===== config.mk =====
export PLATFORM = sky130hd
export DESIGN_NAME = conv2_scheduler
export DESIGN_NICKNAME = d
export VERILOG_FILES = /design/src/rtl/conv_pkg.sv /design/src/rtl/conv_window_counter.sv /design/src/rtl/conv2_scheduler.sv
export SDC_FILE = /design/constraint.sdc
export NUM_CORES = 1
export LEC_CHECK = 0
export BUFFER_PORTS_ARGS = -buffer_cell sky130_fd_sc_hd__buf_2
export CORE_MARGIN = 1.5
export CORE_UTILIZATION = 43
export DETAILED_ROUTE_END_ITERATION = 7
export GPL_TIMING_DRIVEN = 1
export PLACE_DENSITY = 0.71
export SYNTH_ARGS = -nofsm -noshare
export SYNTH_HDL_FRONTEND = slang
export SYNTH_HIERARCHICAL = 1
export SYNTH_SLANG_ARGS = --single-unit
export TNS_END_PERCENT = 5

===== constraint.sdc =====
create_clock -name clock -period 4.7 [get_ports clock]
set_clock_uncertainty 0.2 [all_clocks]
set_input_delay 0.705 -clock clock [delete_from_list [all_inputs] [get_ports clock]]
set_output_delay 0.705 -clock clock [all_outputs]
set_load 0.05 [all_outputs]

===== src/rtl/conv_pkg.sv =====
// Shared types and sizing helpers for the 2-D convolution scheduler.
package conv_pkg;

  typedef enum logic [2:0] {
    IDLE,
    FETCH,
    DRAIN,
    WRITE,
    DONE
  } conv_state_t;

  function automatic int out_size(input int size, input int sizeKer);
    return size - sizeKer + 1;
  endfunction

  // Never narrower than one bit, so single-entry memories still get a port.
  function automatic int addr_width(input int depth);
    return (depth > 1) ? $clog2(depth) : 1;
  endfunction

  function automatic int acc_width(input int widthBit, input int sizeKer);
    return 2 * widthBit + $clog2(sizeKer * sizeKer);
  endfunction

  localparam int ACC_WIDTH_DEFAULT = acc_width(16, 3);

endpackage


===== src/rtl/conv_window_counter.sv =====
// Row/column counter over a LIMIT x LIMIT window; wraps to (0,0) after the last element.
module conv_window_counter #(
  parameter int LIMIT = 3,
  parameter int W     = 2
) (
  input  logic         clock,
  input  logic         nreset,
  input  logic         clear,
  input  logic         inc,
  output logic [W-1:0] row,
  output logic [W-1:0] col,
  output logic [W-1:0] rowNext,
  output logic [W-1:0] colNext,
  output logic         lastCol,
  output logic         last
);

  logic lastRow;

  assign lastCol = (col == W'(LIMIT - 1));
  assign lastRow = (row == W'(LIMIT - 1));
  assign last    = lastCol && lastRow;

  // Value the counter takes on the next increment, exposed so the caller can
  // register addresses that line up with the counter's next position.
  assign colNext = lastCol ? '0 : col + W'(1);
  assign rowNext = lastCol ? (lastRow ? '0 : row + W'(1)) : row;

  always_ff @(posedge clock or negedge nreset) begin
    if (!nreset) begin
      row <= '0;
      col <= '0;
    end else if (clear) begin
      row <= '0;
      col <= '0;
    end else if (inc) begin
      row <= rowNext;
      col <= colNext;
    end
  end

endmodule


===== src/rtl/conv2_scheduler.sv =====
// Cycle-counted 2-D convolution sequencer: issues tap reads, accumulates
// products one cycle later, and writes each finished output pixel.
module conv2_scheduler
  import conv_pkg::*;
#(
  parameter int SIZE      = 7,
  parameter int SIZEKer   = 3,
  parameter int WIDTH_BIT = 16
) (
  input  logic                                               clock,
  input  logic                                               nreset,
  input  logic                                               start,
  output logic                                               busy,
  output logic                                               done,
  output logic                                               img_rd,
  output logic [addr_width(SIZE*SIZE)-1:0]                   img_addr,
  input  logic [WIDTH_BIT-1:0]                               img_data,
  output logic [addr_width(SIZEKer*SIZEKer)-1:0]             ker_addr,
  input  logic [WIDTH_BIT-1:0]                               ker_data,
  output logic                                               out_we,
  output logic [addr_width(out_size(SIZE, SIZEKer)*out_size(SIZE, SIZEKer))-1:0] out_addr,
  output logic [WIDTH_BIT-1:0]                               out_data,
  output conv_state_t                                        stateDbg
);

  localparam int OUT   = out_size(SIZE, SIZEKer);
  localparam int IAW   = addr_width(SIZE * SIZE);
  localparam int KAW   = addr_width(SIZEKer * SIZEKer);
  localparam int OAW   = addr_width(OUT * OUT);
  localparam int PW    = addr_width(OUT);
  localparam int TW    = addr_width(SIZEKer);
  localparam int PRODW = 2 * WIDTH_BIT;
  localparam int ACCW  = acc_width(WIDTH_BIT, SIZEKer);

  if (SIZEKer < 1 || SIZEKer > SIZE) begin : gParamCheck
    $error("conv2_scheduler: SIZEKer must lie in 1..SIZE");
  end

  conv_state_t     state;
  logic [ACCW-1:0] acc;
  logic [ACCW-1:0] accSum;
  logic [PRODW-1:0] prod;
  logic            rdValid;

  logic [PW-1:0] posRow, posCol, posRowNext, posColNext;
  logic [TW-1:0] tapRow, tapCol, tapRowNext, tapColNext;
  logic          posLast, tapLast, tapFirst;
  logic          unusedPosLastCol, unusedTapLastCol;

  assign stateDbg = state;

  conv_window_counter #(.LIMIT(OUT), .W(PW)) uPosCounter (
    .clock   (clock),
    .nreset  (nreset),
    .clear   (state == IDLE),
    .inc     (state == WRITE),
    .row     (posRow),
    .col     (posCol),
    .rowNext (posRowNext),
    .colNext (posColNext),
    .lastCol (unusedPosLastCol),
    .last    (posLast)
  );

  conv_window_counter #(.LIMIT(SIZEKer), .W(TW)) uTapCounter (
    .clock   (clock),
    .nreset  (nreset),
    .clear   (state == IDLE),
    .inc     (state == FETCH),
    .row     (tapRow),
    .col     (tapCol),
    .rowNext (tapRowNext),
    .colNext (tapColNext),
    .lastCol (unusedTapLastCol),
    .last    (tapLast)
  );

  assign tapFirst = (tapRow == '0) && (tapCol == '0);
  assign prod     = PRODW'(img_data) * PRODW'(ker_data);
  assign accSum   = acc + ACCW'(prod);

  function automatic logic [IAW-1:0] imgAddrOf(input logic [PW-1:0] r, input logic [PW-1:0] c,
                                               input logic [TW-1:0] kr, input logic [TW-1:0] kc);
    return IAW'((32'(r) + 32'(kr)) * SIZE + 32'(c) + 32'(kc));
  endfunction

  always_ff @(posedge clock or negedge nreset) begin
    if (!nreset) begin
      state    <= IDLE;
      busy     <= 1'b0;
      done     <= 1'b0;
      img_rd   <= 1'b0;
      img_addr <= '0;
      ker_addr <= '0;
      out_we   <= 1'b0;
      out_addr <= '0;
      out_data <= '0;
      acc      <= '0;
      rdValid  <= 1'b0;
    end else begin
      done     <= 1'b0;
      out_we   <= 1'b0;
      out_addr <= '0;
      out_data <= '0;
      // Memory data arrives one cycle after each read strobe.
      rdValid  <= img_rd;
      if (state == FETCH && tapFirst) acc <= '0;
      else if (rdValid) acc <= accSum;

      case (state)
        IDLE: begin
          if (start) begin
            state    <= FETCH;
            busy     <= 1'b1;
            img_rd   <= 1'b1;
            img_addr <= '0;
            ker_addr <= '0;
          end
        end
        FETCH: begin
          if (tapLast) begin
            state    <= DRAIN;
            img_rd   <= 1'b0;
            img_addr <= '0;
            ker_addr <= '0;
          end else begin
            img_addr <= imgAddrOf(posRow, posCol, tapRowNext, tapColNext);
            ker_addr <= KAW'(32'(tapRowNext) * SIZEKer + 32'(tapColNext));
          end
        end
        DRAIN: begin
          // The last product is still in flight, so the written value folds it in.
          state    <= WRITE;
          out_we   <= 1'b1;
          out_addr <= OAW'(32'(posRow) * OUT + 32'(posCol));
          out_data <= accSum[WIDTH_BIT-1:0];
        end
        WRITE: begin
          if (posLast) begin
            state <= DONE;
            busy  <= 1'b0;
            done  <= 1'b1;
          end else begin
            state    <= FETCH;
            img_rd   <= 1'b1;
            img_addr <= imgAddrOf(posRowNext, posColNext, '0, '0);
            ker_addr <= '0;
          end
        end
        DONE: state <= IDLE;
        default: state <= IDLE;
      endcase
    end
  end

endmodule


==> impl_metrics.yaml, run 1 <==
clocking:
  clock_tree_from_tritoncts: "built"
  root_buffer_cell: "clkbuf_16"
  post-cts-setup-buffer-count: 0
  clock_latency_ps: 330
  clockBufferDepth: 2
  cts-buffers-inserted: 9
  worst_setup_hold_path_clk_slew_ps: 60
  clock_sink_count: 65
  cts_htree_levels: 3
routing:
  met3_length_mm: 1.184
  ant_nets: 0
  dr_total_vias: 6239
  routedWlPerCell_um: 14.98
  maxUsedRoutingLayer: "met4"
  drc: 0
  m1WireLength_mm: 8.496
  wirelength_mm: 19.25
  met2RoutedLength_mm: 9.308
  detail_route.vias_per_cell: 4.855
  dr.pass1.iters: 5
  number_of_design_rule_violations_left_by_the_first_detailed_router_iteration: 296
sta:
  min_period_ps: 5720
  finalHoldViolations: 0
  setup_violations: 18
  drv_slew: 0
  post-route-worst-setup-slack_ps: -1020
  finalCritPeriodShare_pct: 121.7
  rsz0062_at_grt: "yes"
  maxSlewHeadroom_pct: 36.52
  fmax_mhz: 174.8
  worst_slew_pin_slew_ps: 952.2
job:
  timing.max_cap.violations: 0
synthesis:
  synthDominantCellAreaShare_pct: 26.70
  adder_cell_fraction_of_synth_area_pct: 40.02
  yosysSeqAreaShare_pct: 19.91
  yosys-top-cells-area: "fa_1 (27%), dfrtp_1 (20%), ha_1 (13%)"
  synth-main-ff-cell: "dfrtp_1"
  ys_warn_count: 6
  main_combinational_cell_family_by_area_after_synthesis: "adder cells"
  netlist_instances: 893
  synth_xor_area_share_pct: 5.926
  synth_compound_gate_area_share_pct: 5.451
  synth.most_common_cell: "inv_1"
  post_synth_top_area_cell: "fa_1"
  synth.top_cells.by_count: "inv_1 (201), fa_1 (109), nand2_1 (97)"
  mapped_cell_area_um2: 8172
  synthArstFlopShare_pct: 100.0
  synth-simple-area-share_pct: 15.34
  synthMuxAreaShare_pct: 2.833
  yosys.cell_types.count: 47
  synthesis.area_per_instance_um2: 9.151
  ys_seq_elements: 65
  synthesis.nets: 1124
  synth_enable_flop_cells: 0
worst_setup_path:
  critical_path.cell_chain: "buf_4 > and2_4 > fa_1 > inv_1 > fa_1 > fa_1 > fa_1 > inv_1 > fa_1 > inv_1 > fa_1 > inv_2 > ha_4 > a21oi_2 > nor2b_1 > or4_1 > o22a_1 > xnor2_2 > mux2_4 > nor2_2"
  critical_path.n_buffers_inverters: 5
  timing.critical_path.fanout_max: 9
  crit_path_start: "ker_data[6]"
  timing.critical_path.mode_cell: "fa_1"
  worstSetupEndpointType: "flop"
  worstPathArrival_ps: 5780
  worst-endpoint-required_ps: 4770
  path_class: "in2reg"
  critPathTopFamily: "adder cells"
  timing.critical_path.slowest_stage_cell: "fa_1"
  max_stage_delay_ps: 560
  worst_r2r_startpoint: "uTapCounter/col[0]"
  timing.critical_path.from_type: "input pin"
cells_and_area:
  drive_gt1_share_pct: 22.55
  finish.instance_area_um2: 9958
  n_fill_cell: 1712
  antenna-diode-count: 0
  area_growth_pct: 21.86
  finalNetCount: 1277
floorplan:
  die_w_um: 140.9
  design.die.area_um2: 19840
  chip_height_um: 140.9
  core_area_um2: 18640
  initial_utilization_pct: 43.83
  rows: 50
  floorplan.io_pins: 73
global_routing:
  grt.total_usage_pct: 21.14
  wire_length_of_the_first_global_routing_pass_mm: 32.98
  antenna_found_initial: 0
  global_route.overflow_total: 0
  maximum_number_of_pins_on_one_net_before_global_route_repair: 40
  grt_pass1_vias: 6760
run_status:
  outcome: "finished, violations left"
  violations: "negative setup slack"
min_path:
  worst_hold_startpoint: "img_rd"
  min-delay-path-class: "reg2reg"
place:
  finalWeightedCongestion: 0.9053
  dp_hpwl_mm: 16.07
  port_buffer_cells: 72
  place_area_um2: 9507
## cells in the final DEF (no fill, tap or decap), types with 5 or more instances in the layout
master     Yosys  layout
mux2i_1       13      13
ha_1          87      76
nor3_1         6       5
dfrtp_1       65      65
o21ai_0       11       8
ha_4           0       6
clkbuf_16      0       9
buf_2          3      66
nand2_1       97      97
and2_1        64      60
inv_1        201     195
xor2_1        14      12
a21oi_2        0       5
a21o_1        10      10
mux2_2         9       8
fa_1         109     107
o21ai_1        8      10
nor2_1        54      53
ha_2           0       5
inv_2          3       9
a21oi_1       23      18
buf_4          0      96
xnor2_1       35      34
nand2b_1       7       7
nor2b_1       11      11
## state kept, by name (all words and copies together) (netlist names), 2 cells and up
name and cells:
acc 16, img_addr 6, ker_addr 4, out_addr 5, out_data 16, stateDbg 3, uPosCounter/col 3, uPosCounter/row 3
uTapCounter/col 2, uTapCounter/row 2
## metrics by stage
| stage | setup TNS (ps) | util [%] | setup WS (ps) | hold WS [ps] | std cells |
|---|---|---|---|---|---|
| floorplan | -10310 | - | -1081 | 209.4 | 893 |
| global placement | -18420 | 50.99 | -1271 | 221.5 | 1269 |
| detailed placement | -19850 | 50.99 | -1341 | 244.1 | 1269 |
| CTS | -9711 | 53.21 | -981.5 | 261.7 | 1285 |
| global route | -13200 | 53.42 | -1209 | 272.4 | 1285 |
| finish | -9844 | 53.42 | -1020 | 273.9 | 1285 |
## path summary, 6_finish.rpt
path                                to  slack (ps)  cells past startpoint
setup / recovery               acc[15]       -1020                     20
hold / removal                 rdValid         270                      0
min in group asynchronous  stateDbg[2]         320                      1
setup reg to reg           img_addr[5]         210                     16
max in group asynchronous  out_data[9]        3050                      2
hold reg to reg                rdValid         270                      0
## per-layer routing
layer / GRT usage [%] / vias up
met5: 0 / -
li1: - / 2992
met2: 35.05 / 151
met1: 28.63 / 3074
met3: 4.552 / 22
met4: 4.441 / 0
## layout make-up
class | instances | area, µm² | share of cell area [%]
multi-input cells | 600 | 5858 | 58.83
flip-flops and latches | 65 | 1627 | 16.33
repair buffers | 166 | 1114 | 11.18
inverters | 204 | 765.7 | 7.689
well taps | 234 | 292.8 | 2.940
clock buffers | 9 | 225.2 | 2.262
clock inverters | 7 | 76.32 | 0.7664
## timing repair
action,CTS,global route
endpoints found under the setup margin,19,22
resized for setup,31,8
pin swaps,20,8
hold buffers,0,0
hold endpoints to repair,0,0
## cells by family after synthesis
family | after synthesis
simple gates | 258
buf+inv | 228
fa+ha+maj | 196
compound gates | 72
flops | 65
xor+xnor | 52
mux | 22
Power of run 1 is left out: the tool's default activity adds up to more than one toggle a clock period on the data nets, which glitch-free logic cannot reach.
==> inputs of run 2 (changes only) <==
--- a/config.mk
+++ b/config.mk
@@ -5,12 +5,15 @@
 export SDC_FILE = /design/constraint.sdc
 export NUM_CORES = 1
 export LEC_CHECK = 0
+export ABC_AREA = 1
 export BUFFER_PORTS_ARGS = -buffer_cell sky130_fd_sc_hd__buf_2
+export CELL_PAD_IN_SITES_DETAIL_PLACEMENT = 1
+export CELL_PAD_IN_SITES_GLOBAL_PLACEMENT = 2
 export CORE_MARGIN = 1.5
-export CORE_UTILIZATION = 43
+export CORE_UTILIZATION = 33
 export DETAILED_ROUTE_END_ITERATION = 7
 export GPL_TIMING_DRIVEN = 1
-export PLACE_DENSITY = 0.71
+export PLACE_DENSITY = 0.86
 export SYNTH_ARGS = -nofsm -noshare
 export SYNTH_HDL_FRONTEND = slang
 export SYNTH_HIERARCHICAL = 1
==> run 2 against run 1 <==
  * The flow still finishes with violations (negative setup slack)
  * Die area is 34% higher
  * Routed wire length up 22%
  * Sequential share of layout area fell by 0.67 points
  * Critical path type unchanged
  * Largest cell class unchanged
==> impl_metrics.yaml, run 2 <==
floorplan:
  initial_utilization_pct: 33.57
  floorplan.io_pins: 73
  chip_height_um: 163.1
  core_area_um2: 25180
  design.die.area_um2: 26590
  rows: 58
  die_w_um: 163.1
run_status:
  outcome: "finished, violations left"
  violations: "negative setup slack"
global_routing:
  wire_length_of_the_first_global_routing_pass_mm: 38.92
  global_route.overflow_total: 0
  grt_pass1_vias: 7655
  antenna_found_initial: 0
  maximum_number_of_pins_on_one_net_before_global_route_repair: 60
  grt.total_usage_pct: 18.90
sta:
  fmax_mhz: 186.8
  min_period_ps: 5352
  finalCritPeriodShare_pct: 113.9
  worst_slew_pin_slew_ps: 924.8
  setup_violations: 16
  post-route-worst-setup-slack_ps: -652.4
  rsz0062_at_grt: "yes"
  maxSlewHeadroom_pct: 38.28
  finalHoldViolations: 0
  drv_slew: 0
synthesis:
  synthesis.area_per_instance_um2: 7.672
  synth.most_common_cell: "inv_1"
  ys_seq_elements: 65
  yosys-top-cells-area: "fa_1 (26%), dfrtp_1 (19%), inv_1 (15%)"
  yosysSeqAreaShare_pct: 19.24
  synth.top_cells.by_count: "inv_1 (341), nand2_1 (286), fa_1 (109)"
  netlist_instances: 1102
  synthesis.nets: 1333
  synth_enable_flop_cells: 0
  ys_warn_count: 6
  post_synth_top_area_cell: "fa_1"
  mapped_cell_area_um2: 8454
  synthDominantCellAreaShare_pct: 25.81
  synthArstFlopShare_pct: 100.0
  synth-main-ff-cell: "dfrtp_1"
  yosys.cell_types.count: 39
cells_and_area:
  highest_count_cells_in_the_layout_ignoring_fill_and_taps: "inv_1 (328), nand2_1 (282), fa_1 (106)"
  drive_gt1_share_pct: 18.52
  antenna-diode-count: 0
  regArea_um2: 1627
  finalNetCount: 1473
  n_fill_cell: 3099
  multi_input_area_um2: 5665
  layout.cells.most_common: "inv_1"
  postLayoutCoreUtil_pct: 41.23
  reg.largest.list: "acc (16), out_data (16), img_addr (6)"
  finish.instance_area_um2: 10380
  area_growth_pct: 22.79
  layout.cells.non_filler: 1577
routing:
  dr.pass1.iters: 4
  number_of_design_rule_violations_left_by_the_first_detailed_router_iteration: 230
  wirelength_mm: 23.54
  ant_nets: 0
  routedWlPerCell_um: 14.93
  drc: 0
  detail_route.vias_per_cell: 4.454
  dr_total_vias: 7024
clocking:
  clock_sink_count: 65
  clockBufferDepth: 2
  clock_latency_ps: 330
  root_buffer_cell: "clkbuf_16"
  clock_tree_from_tritoncts: "built"
  cts_htree_levels: 3
  cts-buffers-inserted: 9
  worst_setup_hold_path_clk_slew_ps: 60
place:
  dp_hpwl_mm: 20.08
  dp_cells: 1558
  place_area_um2: 9784
  port_buffer_cells: 72
  finalWeightedCongestion: 0.8515
  dpl_worst_slack_ps: -1238
worst_setup_path:
  worstPathArrival_ps: 5340
  max_stage_delay_ps: 540
  r2r_cells: 20
  timing.critical_path.fanout_max: 7
  worst_r2r_startpoint: "uTapCounter/col[0]"
  path_class: "in2reg"
  timing.critical_path.mode_cell: "fa_1"
  worst-endpoint-required_ps: 4690
  worstSetupEndpointType: "flop"
  crit_path_start: "img_data[6]"
  critical_path.cell_chain: "buf_4 > nand2_1 > inv_2 > fa_1 > inv_1 > fa_1 > inv_1 > fa_1 > fa_1 > fa_1 > inv_1 > fa_1 > inv_2 > ha_4 > inv_2 > o21ai_1 > a21oi_2 > nand3_2 > nand2_1 > nand2_1 > a21oi_2 > nand2_1 > nand2_1 > nor2_2"
  timing.critical_path.slowest_stage_cell: "fa_1"
  timing.critical_path.from_type: "input pin"
min_path:
  whs_path_depth: 0
  worst_hold_startpoint: "img_rd"
  min-delay-path-class: "reg2reg"
job:
  timing.max_cap.violations: 0
-- run 2: changes by cell type after synthesis, moves of 13 or more --
cell / change
nand2_1: +189
nand3_1: +29
and2_1: -62
xnor2_1: -27
o22ai_1: +19
inv_1: +140
mux2i_1: -13
-- run 2: final timing paths --
check | end | slack (ps)
min in group asynchronous | out_data[2] | 520
hold / removal | rdValid | 230
setup reg to reg | img_addr[5] | 360
setup / recovery | out_data[15] | -650
hold reg to reg | rdValid | 230
max in group asynchronous | out_data[6] | 2730
-- run 2: through the flow --
step	hold slack (ps)	TNS, ps
after floorplan	209.4	-7795
after global placement	212.0	-16440
after detailed placement	226.5	-17230
after CTS	240.6	-7449
after global routing	257.6	-10210
final	231.4	-6818
-- run 2: cell type report --
type / instances / area share (%)
clock buffer: 10 / 2.206
clock inverter: 6 / 0.8798
inverter: 343 / 12.45
multi-input combinational: 667 / 54.57
sequential: 65 / 15.67
tap: 330 / 3.977
timing repair buffer: 156 / 10.24
-- run 2: critical path, delay by kind of cell --
kind | cells | cell delay, ps
fa+ha+maj | 7 | 3250
buf+inv | 7 | 460
compound gates | 3 | 400
simple gates | 7 | 520
-- run 2: cells by family (layout without fill, tap and decap cells) --
kind of cell	after synthesis	count (layout)	share of synthesized area (%)
compound gates	69	69	4.677
xor+xnor	23	23	2.383
fa+ha+maj	196	196	38.69
flops	65	65	19.24
buf+inv	370	515	16.96
simple gates	379	379	18.06
-- run 2: what timing repair did --
action	in CTS	in global routing
gates cloned	0	0
hold buffers	1	0
resized for setup	50	13
hold endpoints to repair	6	0
setup buffers	2	0
pin swaps	28	7
endpoints found under the setup margin	18	20
-- run 2: per-layer routing --
metal  track usage [%]  vias up  wire [µm]
met5                 0        -          0
met4             2.794        0        189
met3             2.743       18        788
met2             33.69       95      12010
met1             24.65     3457      10550
li1                  -     3454          -
Power of run 2 is left out for the same reason.
==> inputs of run 3 (changes only) <==
--- a/config.mk
+++ b/config.mk
@@ -9,11 +9,12 @@
 export BUFFER_PORTS_ARGS = -buffer_cell sky130_fd_sc_hd__buf_2
 export CELL_PAD_IN_SITES_DETAIL_PLACEMENT = 1
 export CELL_PAD_IN_SITES_GLOBAL_PLACEMENT = 2
-export CORE_MARGIN = 1.5
+export CORE_MARGIN = 2
 export CORE_UTILIZATION = 33
 export DETAILED_ROUTE_END_ITERATION = 7
 export GPL_TIMING_DRIVEN = 1
 export PLACE_DENSITY = 0.86
+export SETUP_SLACK_MARGIN = 0.1
 export SYNTH_ARGS = -nofsm -noshare
 export SYNTH_HDL_FRONTEND = slang
 export SYNTH_HIERARCHICAL = 1
==> run 3 against run 2 <==
  * Sequential share of layout area down 0.096 points
  * Maximum frequency up 0.37%
  * Cell count down 0.25%
  * Core utilization up 0.25 points
  * Largest cell class unchanged
  * Critical endpoint is now acc[15]
  * Via count up 1.4%
  * Count of clock-buffer cells in the layout down 1
  * Critical path depth up 1
  * Highest routed layer unchanged
  * First-iteration DRC count up 6.5%
  * Design area up 0.61%
  * The flow still finishes with violations (negative setup slack)
==> impl_metrics.yaml, run 3 (synthesized netlist as in run 2, its figures left out) <==
routing:
  ant_nets: 0
  routedWlPerCell_um: 15.25
  dr_total_vias: 7122
  number_of_design_rule_violations_left_by_the_first_detailed_router_iteration: 245
  wirelength_mm: 23.99
  detail_route.vias_per_cell: 4.528
  dr.pass1.iters: 4
  drc: 0
worst_setup_path:
  cp_num_cells: 25
  critical_path.n_buffers_inverters: 7
  path_class: "in2reg"
  critPathTopFamily: "adder cells"
  timing.reg2reg.setup_slack_ps: 390
  worst_r2r_startpoint: "acc[9]"
  r2r_cells: 19
  crit_path_start: "img_data[8]"
  max_stage_delay_ps: 550
  timing.critical_path.from_type: "input pin"
  timing.critical_path.slowest_stage_cell: "fa_1"
  timing.critical_path.fanout_max: 7
  worstPathArrival_ps: 5360
  worst-endpoint-required_ps: 4730
  worstSetupEndpointType: "flop"
sta:
  rsz0062_at_grt: "yes"
  post-route-worst-setup-slack_ps: -632.6
  fmax_mhz: 187.5
  finalHoldViolations: 0
  worst_slew_pin_slew_ps: 1092
  setup_violations: 16
  maxSlewHeadroom_pct: 27.18
  drv_slew: 0
  finalCritPeriodShare_pct: 113.5
  min_period_ps: 5333
job:
  timing.max_cap.violations: 0
place:
  place_area_um2: 9784
  dp_hpwl_mm: 20.16
  port_buffer_cells: 72
  dpl_worst_slack_ps: -1221
  finalWeightedCongestion: 0.8359
cells_and_area:
  antenna-diode-count: 0
  finish.instance_area_um2: 10450
  layout.cells.most_common: "inv_1"
  reg.largest.list: "acc (16), out_data (16), img_addr (6)"
  area_growth_pct: 23.55
  n_fill_cell: 3154
  highest_count_cells_in_the_layout_ignoring_fill_and_taps: "inv_1 (322), nand2_1 (273), fa_1 (107)"
  drive_gt1_share_pct: 19.71
  finalNetCount: 1469
  postLayoutCoreUtil_pct: 41.48
min_path:
  min-delay-path-class: "reg2reg"
  whs_path_depth: 0
  worst_hold_startpoint: "img_rd"
floorplan:
  floorplan.io_pins: 73
  rows: 58
  design.die.area_um2: 26920
  initial_utilization_pct: 33.57
  core_area_um2: 25180
  chip_height_um: 164.1
  die_w_um: 164.1
global_routing:
  antenna_found_initial: 0
  grtUsageMet3_pct: 2.222
  globalRouteMet1Util_pct: 24.19
  grt.met2_usage_pct: 32.92
  most_congested_layer_reported_by_global_routing: "met2"
  wire_length_of_the_first_global_routing_pass_mm: 38.56
  grt_pass1_vias: 7655
  global_route.overflow_total: 0
  grt.total_usage_pct: 18.49
  maximum_number_of_pins_on_one_net_before_global_route_repair: 47
clocking:
  cts_htree_levels: 3
  cts-buffers-inserted: 9
  clockBufferDepth: 2
  clock_sink_count: 65
  clock_tree_from_tritoncts: "built"
  root_buffer_cell: "clkbuf_16"
  worst_setup_hold_path_clk_slew_ps: 60
  clock_latency_ps: 340
run_status:
  violations: "negative setup slack"
  outcome: "finished, violations left"
==> run 3: layout make-up <==
type | instances | area, µm² | share of cell area (%)
Timing Repair Buffer | 152 | 1071 | 10.25
Multi-Input combinational cell | 667 | 5731 | 54.86
Sequential cell | 65 | 1627 | 15.57
Clock buffer | 9 | 225.2 | 2.156
Clock inverter | 7 | 78.83 | 0.7547
Tap cell | 330 | 412.9 | 3.953
Inverter | 343 | 1300 | 12.45
==> run 3: worst paths after layout <==
check                               to
setup / recovery               acc[15]
hold / removal                 rdValid
setup reg to reg               acc[14]
hold reg to reg                rdValid
max in group asynchronous  stateDbg[2]
min in group asynchronous  out_data[2]
==> run 3: per-layer routing <==
layer	up-vias	share of wire, %
met1	3578	45
met2	86	51
met3	16	2.5
li1	3442	-
met5	-	0
met4	0	1.2
==> run 3: timing repair <==
item | 4_1_cts | 5_1_grt
setup buffers | 1 | 3
hold buffers | 0 | 0
gates cloned | 0 | 0
pin swaps | 20 | 38
gates resized for setup | 31 | 63
endpoints found under the setup margin | 20 | 22
==> run 3: worst reg2reg max path, cell delays in order (launching register included) <==
cell and delay [ps]:
dfrtp_1 320, inv_1 80, fa_1 550, inv_1 60, fa_1 470, fa_1 550
inv_2 60, fa_1 520, inv_2 50, ha_4 230, nand2_4 70, inv_1 50
a21oi_2 160, buf_4 130, buf_4 100, inv_1 40, nand2_1 90, nand3_2 100
xnor2_1 210, o22ai_1 110
==> run 3: stage by stage <==
stage | setup TNS [ps] | hold slack, ps | cells
final | -7259 | 235.6 | 1573
after floorplan | -7795 | 209.4 | 1102
after global routing | -10200 | 255.7 | 1573
after detailed placement | -17930 | 225.2 | 1553
after CTS | -7909 | 240.4 | 1570
after global placement | -16450 | 213.0 | 1553
Power of run 3 is left out for the same reason.
